[src/rtl/bitwise_xor_accum.sv]
// rtl/bitwise_xor_accum.sv - frame-wise bitwise XOR accumulator with valid/ready handshakes
//
// Purpose:
//   Folds every accepted input word of a frame into an XOR accumulator and
//   counts the words (saturating). When the in_last word is accepted, the
//   frame result is loaded into registered outputs and held until the
//   consumer takes it; only then is the next frame accepted.
//
// Ports:
//   clk        clock, all state changes on the rising edge
//   rst        synchronous active-high reset
//   in_valid   input word valid
//   in_ready   block can accept an input word (low while a result is pending)
//   in_data    input word [WIDTH-1:0]
//   in_last    accepted word closes the frame
//   out_valid  frame result held on out_data/out_count
//   out_ready  consumer takes the result
//   out_data   XOR of all frame words [WIDTH-1:0]
//   out_count  saturating number of frame words [CNT_W-1:0]
//   out_parity reduction XOR of out_data (only with XOR_ACCUM_PARITY_EN)
//
// Configuration macro: XOR_ACCUM_PARITY_EN adds the registered out_parity port.

module bitwise_xor_accum #(
  parameter int WIDTH = 16,
  parameter int CNT_W = 8
) (
  input  logic             clk,
  input  logic             rst,
  input  logic             in_valid,
  output logic             in_ready,
  input  logic [WIDTH-1:0] in_data,
  input  logic             in_last,
  output logic             out_valid,
  input  logic             out_ready,
  output logic [WIDTH-1:0] out_data,
  output logic [CNT_W-1:0] out_count
`ifdef XOR_ACCUM_PARITY_EN
  ,
  output logic             out_parity
`endif
);

  typedef enum logic [1:0] {
    S_IDLE  = 2'd0,
    S_ACCUM = 2'd1,
    S_HOLD  = 2'd2
  } state_t;

  localparam logic [CNT_W-1:0] CNT_MAX = {CNT_W{1'b1}};

  state_t           state_q, state_d;
  logic [WIDTH-1:0] acc_q, acc_d;
  logic [CNT_W-1:0] cnt_q, cnt_d;
  logic             out_valid_q, out_valid_d;
  logic [WIDTH-1:0] out_data_q, out_data_d;
  logic [CNT_W-1:0] out_count_q, out_count_d;
  logic [WIDTH-1:0] fold;
  logic [CNT_W-1:0] cnt_inc;
  logic             accept;
`ifdef XOR_ACCUM_PARITY_EN
  logic             parity_q, parity_d;
`endif

  // in_ready is decoded from the state register only, so out_ready never
  // reaches it combinationally.
  assign in_ready = (state_q != S_HOLD);
  assign accept   = in_valid & in_ready;
  assign fold     = acc_q ^ in_data;
  // Counter sticks at all-ones instead of wrapping.
  assign cnt_inc  = (cnt_q == CNT_MAX) ? cnt_q : cnt_q + 1'b1;

  always_ff @(posedge clk) begin
    if (rst) begin
      state_q     <= S_IDLE;
      acc_q       <= '0;
      cnt_q       <= '0;
      out_valid_q <= 1'b0;
      out_data_q  <= '0;
      out_count_q <= '0;
`ifdef XOR_ACCUM_PARITY_EN
      parity_q    <= 1'b0;
`endif
    end else begin
      state_q     <= state_d;
      acc_q       <= acc_d;
      cnt_q       <= cnt_d;
      out_valid_q <= out_valid_d;
      out_data_q  <= out_data_d;
      out_count_q <= out_count_d;
`ifdef XOR_ACCUM_PARITY_EN
      parity_q    <= parity_d;
`endif
    end
  end

  always_comb begin
    state_d     = state_q;
    acc_d       = acc_q;
    cnt_d       = cnt_q;
    out_valid_d = out_valid_q;
    out_data_d  = out_data_q;
    out_count_d = out_count_q;
`ifdef XOR_ACCUM_PARITY_EN
    parity_d    = parity_q;
`endif
    case (state_q)
      S_IDLE, S_ACCUM: begin
        if (accept) begin
          if (in_last) begin
            // Result goes straight to the output registers; the accumulator
            // is cleared on handoff so HOLD needs nothing else.
            out_data_d  = fold;
            out_count_d = cnt_inc;
            out_valid_d = 1'b1;
`ifdef XOR_ACCUM_PARITY_EN
            parity_d    = ^fold;
`endif
            state_d     = S_HOLD;
          end else begin
            acc_d   = fold;
            cnt_d   = cnt_inc;
            state_d = S_ACCUM;
          end
        end
      end
      S_HOLD: begin
        if (out_ready) begin
          out_valid_d = 1'b0;
          acc_d       = '0;
          cnt_d       = '0;
          state_d     = S_IDLE;
        end
      end
      default: begin
        state_d = S_IDLE;
      end
    endcase
  end

  assign out_valid = out_valid_q;
  assign out_data  = out_data_q;
  assign out_count = out_count_q;
`ifdef XOR_ACCUM_PARITY_EN
  assign out_parity = parity_q;
`endif

endmodule
[config.mk]
export PLATFORM = sky130hd
export DESIGN_NAME = bitwise_xor_accum
export DESIGN_NICKNAME = d
export VERILOG_FILES = /design/src/rtl/bitwise_xor_accum.sv
export SDC_FILE = /design/constraint.sdc
export NUM_CORES = 1
export LEC_CHECK = 0
export BUFFER_PORTS_ARGS = -buffer_cell sky130_fd_sc_hd__buf_2
export CAP_MARGIN = 0
export CORE_UTILIZATION = 39
export CTS_CLUSTER_SIZE = 10
export DETAILED_ROUTE_END_ITERATION = 8
export GPL_ROUTABILITY_DRIVEN = 0
export PLACE_DENSITY = 0.61
export SYNTH_ARGS = -nofsm -noshare
export SYNTH_HDL_FRONTEND = slang
export SYNTH_SLANG_ARGS = --single-unit
[constraint.sdc]
create_clock -name clk -period 3.6 [get_ports clk]
set_input_delay 0.18 -clock clk [delete_from_list [all_inputs] [get_ports clk]]
set_output_delay 0.18 -clock clk [all_outputs]
set_load 0.005 [all_outputs]
==> metrics.txt <==
DRC Markers=0; clock power share=0.308; Pwr Total=between 0.001 and 0.0015 W; Initial Utilization=0.4024; first-pass GRT wire length=8135 µm; Util after Layout=0.4558; share of layout cells above drive strength 1=0.2211; number of flops mapped to enable cells by yosys=0; Synth top area share=0.4311; Largest stage delay, worst path=460 ps; vias per cell=between 5 and 6; synthesized area per cell=just under 9 µm²; clock skew=8.988 ps; Final Hold Vio Count=0; Synth async-reset ratio=0; Pint=roughly 0.00081 W; Hold Slack=between 100 and 150 ps; synthesized area=roughly 0.0024 mm²; 1st-pass router iterations=4; H-Tree Depth=2; num ports=47; Critical Path AT=slightly below 2000 ps; fmax=0.5857 GHz; root buf cell=clkbuf_8; ANT nets after route=0; CP Max Fanout=7; die area=0.006389 mm²; hold depth=2; yosys warns=0; fin crit share=0.4743; register area share after synthesis=0.4311; Switch Pwr=~0.00029 W; Rows=28; Slowest-stage cell, CP=dfxtp_1; Synth-to-Final Area Change=13.26%; Slew @ Worst Pin=1033 ps; fin nets=325; clock slew at reported path FFs=approximately 90 ps; CP top delay family=simple AND/OR/NAND/NOR gates; LEAKAGE=between 0.9 and 1 nW; r2r setup slk=approximately 1900 ps; Seq cells post-synth=51; die span in x=~80 µm; Die Ht=~80 µm; total core area=0.005886 mm²; Slew HR=0.3113; total track usage=0.1645; critical path, cell by cell=ha_1, nand3_2, or2_1, o21a_1, o32ai_2; Distinct cells, synth=a little over 40; WHS Endpoint=out_valid; hold path startpoint=out_ready; CP Data Required Time=about 3800 ps; min Tclk post-route=1707 ps; Synth area leaders=dfxtp_1 43%, nor2_1 6.3%, xnor2_1 6.3%, a21oi_1 5.9%, nand3b_1 5.7%; HPWL Detailed=roughly 3200 µm; Setup crit end kind=register; vias in the first global route=1722; WP depth=5; antenna cells=0; Hold WC Path Type=in -> reg; Max-cap violations=0; syn nets=288; Logic pwr share=0.134; Post-synth top flop=dfxtp_1; Setup Fix Bufs, Post-CTS=0; post-cts resize count=0; drt initial violations=between 100 and 150; wirelength, routed=4992 µm; reg2reg end=cnt_q[5]; Synth area leader=dfxtp_1; CTS Buf Count=5; worst-skew pair later-pin latency=310 ps; CTS tree=done; power density cells=about 410 mW/mm²; endpoints failing setup=0; Setup CP Type=reg -> reg; Port Buffers=46; Syn Inst Count=266; peak supply drop=between 0.2 and 0.25 mV; largest net degree at the start of global routing=between 50 and 60; critical path startpoint category=register; WP buf/inv=0; initial antenna violation count=0; Remaining Overflow, GRT=0; setup_tns=0 ps; sequential power share=0.558; status=finished, final reports clean; R2R depth=5; cts hold-fix bufs=0; # clock sinks=approximately 50; reg2reg start=cnt_q[0]; Slew Limit Fails=0; Switching Fraction=0.2614; Wirelength per Cell=~13 µm; clock buffer depth=2; RSZ-0062 raised after global routing=false; via count=1965
==> cell usage after synthesis, types with 2 or more instances <==
cell	count
xnor2_1	17
dfxtp_1	51
nand3_1	3
o211ai_1	4
and3_1	2
o31ai_1	2
o21ai_0	4
a211oi_1	16
a311oi_1	3
o21ai_1	19
nand3b_1	18
buf_2	9
buf_6	5
nor2_1	40
nand2_1	8
nor3_1	2
nor2b_1	2
nor3_2	2
a21oi_1	28
o21a_1	3
nand2b_1	3
clkbuf_1	5
o22ai_1	2
==> per-stage QoR <==
| step | cells | instance area [µm²] | worst slack [ps] |
|---|---|---|---|
| after global placement | 371 | 2595 | 1977 |
| final | 378 | 2683 | 1893 |
| after detailed placement | 371 | 2595 | 1931 |
| after floorplan | 266 | 2369 | 2069 |
| after CTS | 378 | 2683 | 1923 |
| after global routing | 378 | 2683 | 1794 |
==> layer usage <==
layer	track usage	vias up	share of wire
met5	0	-	0
met4	0.05357	0	0.0096
met3	0.03886	5	0.033
met2	0.2607	32	0.45
met1	0.2189	899	0.51
li1	-	1029	-
==> registers in the layout (all words and copies together) (netlist names) <==
signal     flops
state_q        2
out_valid      1
acc_q         16
out_data      16
out_count      8
cnt_q          8
==> worst register-to-register path, stage by stage (launching register included) <==
cell	delay (ps)
dfxtp_1	460
ha_1	300
nand3_2	170
or2_1	370
o21a_1	150
o32ai_2	180
==> cell families after synthesis <==
logic type	synth area share
and+or+nand+nor	0.2087
AOI/OAI and AO/OA	0.2361
adders and majority gates	0.005282
buffers and inverters	0.05229
xor gates and xnor gates	0.06656
DFF	0.4311
==> cell usage in the layout, fill, tap and decap left out, types with 4 or more instances in the layout <==
cell       n
nand2_1    8
nand3b_1  18
buf_2     46
clkbuf_8   6
o211ai_1   4
a211oi_1  16
nor2_1    40
dfxtp_1   51
a21oi_1   28
xnor2_1   17
o21ai_0    4
o21ai_1   19
==> power by group through the flow <==
stage / combinational [W] / clock, W / sequential (W)
finish: 0.000147 / 0.000337 / 0.000611
global route: 0.000164 / 0.000373 / 0.000616
CTS: 0.000149 / 0.000353 / 0.000611
detailed placement: 0.000149 / 0 / 0.000624
global placement: 0.000146 / 0 / 0.000624
floorplan: 0.0000995 / 0 / 0.000624
==> layout make-up <==
type	count	area (µm²)
clock buffer	6	82.58
clock inverter	1	5.005
fill	588	3203
inverter	1	3.754
multi-input combinational	195	1224
sequential	51	1021
tap	75	93.84
timing repair buffer	49	252.7
==> worst max-delay path by stage <==
| stage | endpoint | from | slack, ps |
|---|---|---|---|
| 5_1_grt | cnt_q[5] | cnt_q[0] | 1790 |
| 2_1_floorplan | cnt_q[5] | cnt_q[0] | 2070 |
| 4_1_cts | cnt_q[5] | cnt_q[0] | 1920 |
| 3_5_place_dp | cnt_q[7] | state_q[1] | 1930 |
| 3_3_place_gp | cnt_q[7] | state_q[1] | 1980 |
| 6_report | cnt_q[5] | cnt_q[0] | 1890 |
Note: power is estimated with default switching activity, not from simulation.
